**src/rtl/se_pkg.sv**
```systemverilog
`default_nettype none
// +--------------------------------------------------------------------------+
// | se_pkg : shared constants and state type for the SE channel-scale stage  |
// | rev 1.0                                                                  |
// +--------------------------------------------------------------------------+
package se_pkg;

    localparam int DATA_WIDTH = 14;
    localparam int FRAC_BITS  = 9;
    localparam int GATE_ONE   = 1 << FRAC_BITS;
    localparam int RND_HALF   = 1 << (FRAC_BITS - 1);
    localparam int SAT_MAX    = (1 << (DATA_WIDTH - 1)) - 1;
    localparam int SAT_MIN    = -(1 << (DATA_WIDTH - 1));

    typedef enum logic [0:0] {
        LOAD  = 1'b0,
        SCALE = 1'b1
    } state_t;

endpackage
`default_nettype wire

```
**src/rtl/se_channel_scale_if.sv**
```systemverilog
`default_nettype none
// +--------------------------------------------------------------------------+
// | se_channel_scale_if : gate load, feature stream and scaled output bus    |
// | rev 1.0                                                                  |
// +--------------------------------------------------------------------------+
interface se_channel_scale_if #(
    parameter int DATA_WIDTH = se_pkg::DATA_WIDTH
);
    logic        [DATA_WIDTH-1:0] gate_in;
    logic                         gate_valid;
    logic signed [DATA_WIDTH-1:0] feat_in;
    logic                         feat_valid;
    logic                         feat_ready;
    logic signed [DATA_WIDTH-1:0] out_data;
    logic                         out_valid;
    logic                         gates_loaded;
    logic                         done;

    modport master (
        output gate_in, gate_valid, feat_in, feat_valid,
        input  feat_ready, out_data, out_valid, gates_loaded, done
    );

    modport slave (
        input  gate_in, gate_valid, feat_in, feat_valid,
        output feat_ready, out_data, out_valid, gates_loaded, done
    );
endinterface
`default_nettype wire

```
**src/rtl/se_gate_buffer.sv**
```systemverilog
`default_nettype none
// +--------------------------------------------------------------------------+
// | se_gate_buffer : per-channel gate register file, self-addressed writes   |
// | rev 1.0                                                                  |
// +--------------------------------------------------------------------------+
module se_gate_buffer #(
    parameter int DATA_WIDTH = 14,
    parameter int NUM_CH     = 16,
    localparam int AW        = (NUM_CH > 1) ? $clog2(NUM_CH) : 1
) (
    input  wire logic                  clk,
    input  wire logic                  rst,
    input  wire logic                  wr_en,
    input  wire logic [DATA_WIDTH-1:0] wr_data,
    input  wire logic [AW-1:0]         rd_addr,
    output logic      [DATA_WIDTH-1:0] rd_data,
    output logic                       wr_last
);

    logic [DATA_WIDTH-1:0] r_mem [NUM_CH];
    logic [AW-1:0]         r_wr_ptr;

    assign wr_last = wr_en && (r_wr_ptr == AW'(NUM_CH - 1));
    assign rd_data = r_mem[rd_addr];

    always_ff @(posedge clk or negedge rst) begin
        if (!rst) begin
            r_wr_ptr <= '0;
        end else if (wr_en) begin
            r_wr_ptr <= wr_last ? '0 : r_wr_ptr + AW'(1);
        end
    end

    // Contents are don't-care after reset, so the array carries no reset.
    always_ff @(posedge clk) begin
        if (wr_en) begin
            r_mem[r_wr_ptr] <= wr_data;
        end
    end

endmodule
`default_nettype wire

```
**src/rtl/se_channel_scale.sv**
```systemverilog
`default_nettype none
// +--------------------------------------------------------------------------+
// | se_channel_scale : load per-channel SE gates, then scale feature stream  |
// | rev 1.0                                                                  |
// +--------------------------------------------------------------------------+
module se_channel_scale #(
    parameter int DATA_WIDTH = se_pkg::DATA_WIDTH,
    parameter int FRAC_BITS  = se_pkg::FRAC_BITS,
    parameter int NUM_CH     = 16,
    parameter int NUM_PIX    = 49
) (
    input  wire logic          clk,
    input  wire logic          rst,
    se_channel_scale_if.slave  bus
);
    import se_pkg::*;

    localparam int CW = (NUM_CH  > 1) ? $clog2(NUM_CH)  : 1;
    localparam int XW = (NUM_PIX > 1) ? $clog2(NUM_PIX) : 1;
    localparam int PW = 2 * DATA_WIDTH;

    localparam logic signed [PW-1:0] C_RND     = PW'(1) << (FRAC_BITS - 1);
    localparam logic signed [PW-1:0] C_SAT_MAX = (PW'(1) << (DATA_WIDTH - 1)) - PW'(1);
    localparam logic signed [PW-1:0] C_SAT_MIN = ~C_SAT_MAX;

    state_t                       r_state;
    state_t                       w_state_nxt;
    logic        [CW-1:0]         r_ch;
    logic        [XW-1:0]         r_pix;
    logic                         w_accept;
    logic                         w_ch_last;
    logic                         w_img_last;
    logic                         w_gate_wr;
    logic                         w_wr_last;
    logic        [DATA_WIDTH-1:0] w_gate_rd;

    logic                         r_v1;
    logic                         r_last1;
    logic signed [DATA_WIDTH-1:0] r_feat1;
    logic        [DATA_WIDTH-1:0] r_gate1;
    logic                         r_v2;
    logic                         r_last2;
    logic signed [PW-1:0]         r_prod2;
    logic                         r_v3;
    logic                         r_done3;
    logic signed [DATA_WIDTH-1:0] r_out3;

    logic signed [PW-1:0]         w_feat_ext;
    logic signed [PW-1:0]         w_gate_ext;
    logic signed [PW-1:0]         w_prod;
    logic signed [PW-1:0]         w_rnd;
    logic signed [PW-1:0]         w_shift;
    logic signed [DATA_WIDTH-1:0] w_sat;

    assign w_gate_wr  = bus.gate_valid && (r_state == LOAD);
    assign w_accept   = bus.feat_valid && (r_state == SCALE);
    assign w_ch_last  = (r_ch == CW'(NUM_CH - 1));
    assign w_img_last = w_accept && w_ch_last && (r_pix == XW'(NUM_PIX - 1));

    se_gate_buffer #(
        .DATA_WIDTH (DATA_WIDTH),
        .NUM_CH     (NUM_CH)
    ) u_gate_buffer (
        .clk     (clk),
        .rst     (rst),
        .wr_en   (w_gate_wr),
        .wr_data (bus.gate_in),
        .rd_addr (r_ch),
        .rd_data (w_gate_rd),
        .wr_last (w_wr_last)
    );

    always_ff @(posedge clk or negedge rst) begin
        if (!rst) begin
            r_state <= LOAD;
        end else begin
            r_state <= w_state_nxt;
        end
    end

    always_comb begin
        w_state_nxt      = r_state;
        bus.feat_ready   = 1'b0;
        bus.gates_loaded = 1'b0;
        case (r_state)
            LOAD: begin
                if (w_wr_last) w_state_nxt = SCALE;
            end
            SCALE: begin
                bus.feat_ready   = 1'b1;
                bus.gates_loaded = 1'b1;
                if (w_img_last) w_state_nxt = LOAD;
            end
            default: w_state_nxt = LOAD;
        endcase
    end

    always_ff @(posedge clk or negedge rst) begin
        if (!rst) begin
            r_ch  <= '0;
            r_pix <= '0;
        end else if (w_accept) begin
            if (w_ch_last) begin
                r_ch  <= '0;
                r_pix <= w_img_last ? '0 : r_pix + XW'(1);
            end else begin
                r_ch  <= r_ch + CW'(1);
            end
        end
    end

    // Gate is zero-extended so the full 0..2^DATA_WIDTH-1 range multiplies as positive.
    assign w_feat_ext = {{DATA_WIDTH{r_feat1[DATA_WIDTH-1]}}, r_feat1};
    assign w_gate_ext = {{DATA_WIDTH{1'b0}}, r_gate1};
    assign w_prod     = w_feat_ext * w_gate_ext;
    assign w_rnd      = r_prod2 + C_RND;
    assign w_shift    = w_rnd >>> FRAC_BITS;

    always_comb begin
        w_sat = w_shift[DATA_WIDTH-1:0];
        if (w_shift > C_SAT_MAX) begin
            w_sat = C_SAT_MAX[DATA_WIDTH-1:0];
        end else if (w_shift < C_SAT_MIN) begin
            w_sat = C_SAT_MIN[DATA_WIDTH-1:0];
        end
    end

    always_ff @(posedge clk or negedge rst) begin
        if (!rst) begin
            r_v1    <= 1'b0;
            r_last1 <= 1'b0;
            r_feat1 <= '0;
            r_gate1 <= '0;
            r_v2    <= 1'b0;
            r_last2 <= 1'b0;
            r_prod2 <= '0;
            r_v3    <= 1'b0;
            r_done3 <= 1'b0;
            r_out3  <= '0;
        end else begin
            r_v1    <= w_accept;
            r_last1 <= w_img_last;
            if (w_accept) begin
                r_feat1 <= bus.feat_in;
                r_gate1 <= w_gate_rd;
            end
            r_v2    <= r_v1;
            r_last2 <= r_last1;
            r_prod2 <= w_prod;
            r_v3    <= r_v2;
            r_done3 <= r_v2 && r_last2;
            r_out3  <= r_v2 ? w_sat : '0;
        end
    end

    assign bus.out_valid = r_v3;
    assign bus.out_data  = r_out3;
    assign bus.done      = r_done3;

endmodule
`default_nettype wire

```
**src/flat_wrapper.sv**
```systemverilog
// flat-port wrapper written by rule: the top's interface ports become plain ports
module se_channel_scale_flat import se_pkg::*;
#(
    parameter int DATA_WIDTH = se_pkg::DATA_WIDTH,
    parameter int FRAC_BITS  = se_pkg::FRAC_BITS,
    parameter int NUM_CH     = 16,
    parameter int NUM_PIX    = 49
)
  (clk, rst, bus_gate_in, bus_gate_valid, bus_feat_in, bus_feat_valid, bus_feat_ready, bus_out_data, bus_out_valid, bus_gates_loaded, bus_done);
  se_channel_scale_if #(.DATA_WIDTH(DATA_WIDTH)) bus_i ();
  input  wire logic clk;
  input  wire logic rst;
  input wire logic [$bits(bus_i.gate_in)-1:0] bus_gate_in;
  input wire logic [$bits(bus_i.gate_valid)-1:0] bus_gate_valid;
  input wire logic [$bits(bus_i.feat_in)-1:0] bus_feat_in;
  input wire logic [$bits(bus_i.feat_valid)-1:0] bus_feat_valid;
  output wire logic [$bits(bus_i.feat_ready)-1:0] bus_feat_ready;
  output wire logic [$bits(bus_i.out_data)-1:0] bus_out_data;
  output wire logic [$bits(bus_i.out_valid)-1:0] bus_out_valid;
  output wire logic [$bits(bus_i.gates_loaded)-1:0] bus_gates_loaded;
  output wire logic [$bits(bus_i.done)-1:0] bus_done;
  assign bus_i.gate_in = bus_gate_in;
  assign bus_i.gate_valid = bus_gate_valid;
  assign bus_i.feat_in = bus_feat_in;
  assign bus_i.feat_valid = bus_feat_valid;
  assign bus_feat_ready = bus_i.feat_ready;
  assign bus_out_data = bus_i.out_data;
  assign bus_out_valid = bus_i.out_valid;
  assign bus_gates_loaded = bus_i.gates_loaded;
  assign bus_done = bus_i.done;
  se_channel_scale #(.DATA_WIDTH(DATA_WIDTH), .FRAC_BITS(FRAC_BITS), .NUM_CH(NUM_CH), .NUM_PIX(NUM_PIX)) u_core (.clk(clk), .rst(rst), .bus(bus_i));
endmodule
```
**config.mk**
```make
export PLATFORM = sky130hd
export DESIGN_NAME = se_channel_scale_flat
export DESIGN_NICKNAME = d
export VERILOG_FILES = /design/src/rtl/se_pkg.sv /design/src/rtl/se_channel_scale_if.sv /design/src/rtl/se_gate_buffer.sv /design/src/rtl/se_channel_scale.sv /design/src/flat_wrapper.sv
export SDC_FILE = /design/constraint.sdc
export NUM_CORES = 1
export LEC_CHECK = 0
export ABC_CLOCK_PERIOD_IN_PS = 7000
export BUFFER_PORTS_ARGS = -buffer_cell sky130_fd_sc_hd__buf_2
export CORE_MARGIN = 3
export CORE_UTILIZATION = 64
export CTS_CLUSTER_SIZE = 12
export DETAILED_ROUTE_END_ITERATION = 16
export GPL_TIMING_DRIVEN = 0
export HOLD_SLACK_MARGIN = 0.02
export PLACE_DENSITY = 0.84
export SYNTH_ARGS = -nofsm -noshare
export SYNTH_HDL_FRONTEND = slang
export SYNTH_SLANG_ARGS = --single-unit
export TNS_END_PERCENT = 20
```
**constraint.sdc**
```tcl
create_clock -name clk -period 7 [get_ports clk]
set_input_delay 1.4 -clock clk [delete_from_list [all_inputs] [get_ports clk]]
set_output_delay 1.4 -clock clk [all_outputs]
set_load 0.1 [all_outputs]
```
==> out/qor.yml <==
status:
  status: "finished, final reports clean"
logic_synthesis:
  synth_enable_flop_cells: 224
  synthTopCellsByArea: "edfxtp_1 36%, fa_1 15%, dfrtp_1 11%"
  yosys.area.top_type: "edfxtp_1"
  syn_inst: 1394
  yosys.area.top_type_share_pct: 35.83
  yosysSeqAreaShare_pct: 46.90
  async_flop_share_pct: 27.04
  syn_area_sq_mm: 0.01877
  ys_types: 64
  yosysWarningCount: 0
  synth_nets: 1675
  ys.flop_type: "edfxtp_1"
  ys_seq_elements: 307
  avgSynthCellArea_sq_um: 13.47
die:
  row_count: 62
  die_h_um: 177.3
  ios: 50
  dieArea_sq_mm: 0.03142
  initial_core_util_pct: 65.22
  die_w_um: 177.3
  core_sq_mm: 0.02878
worst_setup_path:
  regToRegSetupSlack_ns: 0.53
  critPathLaunch: "u_core.r_feat1[13]$_DFFE_PN0P_"
  slowest_stage: "dfrtp_1"
  cp.arrival_ns: 6.92
  crit_type: "reg2reg"
  worst_path_most_repeated_cell: "fa_1"
  r2r-start: "u_core.r_feat1[13]$_DFFE_PN0P_"
  path_max_fanout: 10
  worstSetupEndpointType: "register"
  reg2reg_depth: 17
  startpoint_type: "register"
  max_stage_delay_ns: 0.62
  r2r_end: "u_core.r_prod2[27]$_DFF_PN0_"
  worstPathRequired_ns: 7.45
  path_cells: "clkbuf_1, nor2b_1, fa_1, fa_1, fa_1, fa_1, fa_1, inv_1, fa_1, inv_1, ha_1, inv_1, nor4_1, nand3_1, o211ai_1, o21ai_0, a211oi_1"
route:
  vias: 11490
  drt-wirelength-per-cell_um: 22.03
  first_pass_iters: 8
  avgViaCountPerCell: 6.091
  ant_nets: 0
  drtIter0Drc: 880
  drc: 0
  wl_um: 41560
sta:
  worst_pin_slew_ns: 0.9522
  worst_hold_slack_ns: 0.3465
  fin_skew_ns: 0.02243
  setup_viol: 0
  maxSlewHeadroom_pct: 36.52
  clock.fmax_mhz: 154.6
  finalCritPeriodShare_pct: 92.40
  fin_crit_ns: 6.468
  maxSlewViolCount: 0
  setup_tns_ns: 0
  hold_viol_final: 0
  rsz0062_at_grt: "false"
clock_tree:
  cts_made_buffers: 31
  cts_sinks: 307
  cts_setup_buffers: 0
  cts_max_level: 1
  clkTransAtPathRegs_ns: 0.06
  tritoncts: "yes"
  hold_buffers: 0
  root_buffer: "clkbuf_16"
  clock_path_buffers: 3
  ctsResizeCount: 0
  clkLatencyLatePin_ns: 0.55
placement:
  place_congestion: 0.9042
  dpl.hpwl_um: 29710
  placed_area_sq_mm: 0.01953
  numPortBuffers: 49
global_routing:
  grt.total_usage_pct: 27.48
  grt_pass1_wl_um: 65720
  grt_pass1_vias: 11950
  antenna_found_initial: 0
  grt_max_degree: 57
  grt_overflow: 0
worst_hold_path:
  min_to: "u_core.r_v2$_DFF_PN0_"
  hp-class: "reg2reg"
  hold_path_depth: 0
  min_from: "u_core.r_v1$_DFF_PN0_"
finish:
  mostFrequentLayoutCell: "edfxtp_1"
  nets: 1758
  syn2layout_area_growth_pct: 9.058
  final_area_sq_mm: 0.02047
  layout_common_cells: "224 x edfxtp_1, 186 x inv_1, 141 x fa_1, 119 x and2_1, 116 x nand2_1"
  final_util_pct: 71.13
  drive_above_1_share_pct: 14.26
job:
  drv_cap: 0
cell families (layout without fill, tap and decap cells):
group / Yosys count / in the layout / synth area share, %
buffers and inverters: 248 / 355 / 5.299
AOI/OAI and AO/OA: 107 / 107 / 3.999
adders and majority gates: 249 / 249 / 22.24
DFF: 307 / 307 / 46.90
xor gates and xnor gates: 38 / 38 / 1.773
and+or+nand+nor: 344 / 344 / 9.545
muxes: 101 / 101 / 10.25
other: 0 / 1 / 0
critical path, delay by kind of cell, from the launching register on:
family                     cells  cell delay, ns
adders and majority gates      7            3.16
AOI/OAI and AO/OA              3            0.96
and+or+nand+nor                3            0.92
buffers and inverters          4            0.71
DFF                            1            0.62
stage by stage:
stage               worst slack [ns]  std cells
floorplan                      1.256       1394
global placement              0.7479       1827
detailed placement            0.5899       1828
CTS                           0.5400       1885
global route                  0.1790       1885
finish                        0.5321       1886
layer usage:
layer	track usage (%)	vias to the layer above	share of wire, %	routed length (um)
met5	0	-	0	0
met4	12.11	0	5.0	2066
met3	2.960	148	6.3	2615
met2	47.96	530	52	21540
met1	35.12	5828	37	15330
li1	-	4981	-	-
flip-flops by register name (all words and copies together), names as in the netlist:
signal                         cells
u_core.bus.out_valid               1
u_core.r_ch                        4
u_core.u_gate_buffer.r_mem       224
u_core.r_last1                     1
u_core.r_v1                        1
u_core.r_feat1                    14
u_core.bus.done                    1
u_core.r_gate1                    14
u_core.r_prod2                    20
u_core.r_last2                     1
u_core.bus.out_data               14
u_core.r_state                     1
u_core.r_pix                       6
u_core.r_v2                        1
u_core.u_gate_buffer.r_wr_ptr      4
worst max-delay path by stage:
stage / end / slack, ns / cells after the start
after floorplan: u_core.r_prod2[24]$_DFF_PN0_ / 1.26 / 19
after global placement: u_core.r_prod2[27]$_DFF_PN0_ / 0.75 / 18
after detailed placement: u_core.r_prod2[27]$_DFF_PN0_ / 0.59 / 17
after CTS: u_core.r_prod2[27]$_DFF_PN0_ / 0.54 / 17
after global routing: u_core.r_prod2[27]$_DFF_PN0_ / 0.18 / 18
final: u_core.r_prod2[27]$_DFF_PN0_ / 0.53 / 17
area by class of cell:
type                    count  area (sq um)
flip-flops and latches    307          8803
diodes                      1         2.502
plain buffers              61         292.8
inverters                 187         701.9
multi-input cells         839          8974
well taps                 384         480.5
fillers                  1858          8308
clock buffers              51         860.8
repair buffers             50         275.3
clock inverters             6         81.33
cells in the mapped netlist (all sizes together) (2+ instances only):
library cell / count
nand3: 22
nor2b: 9
nand4: 8
a21o: 8
ha: 108
or2: 3
a21oi: 26
mux4: 70
mux2: 30
edfxtp: 224
o311ai: 3
o21ai: 18
inv: 186
and2: 121
a41o: 5
a2111oi: 2
o31ai: 3
nor3: 5
nand2b: 9
dfrtp: 83
nor3b: 4
xor2: 17
a311o: 2
a31oi: 15
a2bb2oi: 2
and3: 12
fa: 141
buf: 17
nor2: 25
o211ai: 3
nand2: 117
a21boi: 2
o211a: 2
nand4b: 2
o21bai: 5
and4: 3
xnor2: 21
a41oi: 2
a211oi: 4
clkbuf: 44
Power is left out: the tool's default activity adds up to more than one toggle a clock period on the data nets, which glitch-free logic cannot reach.
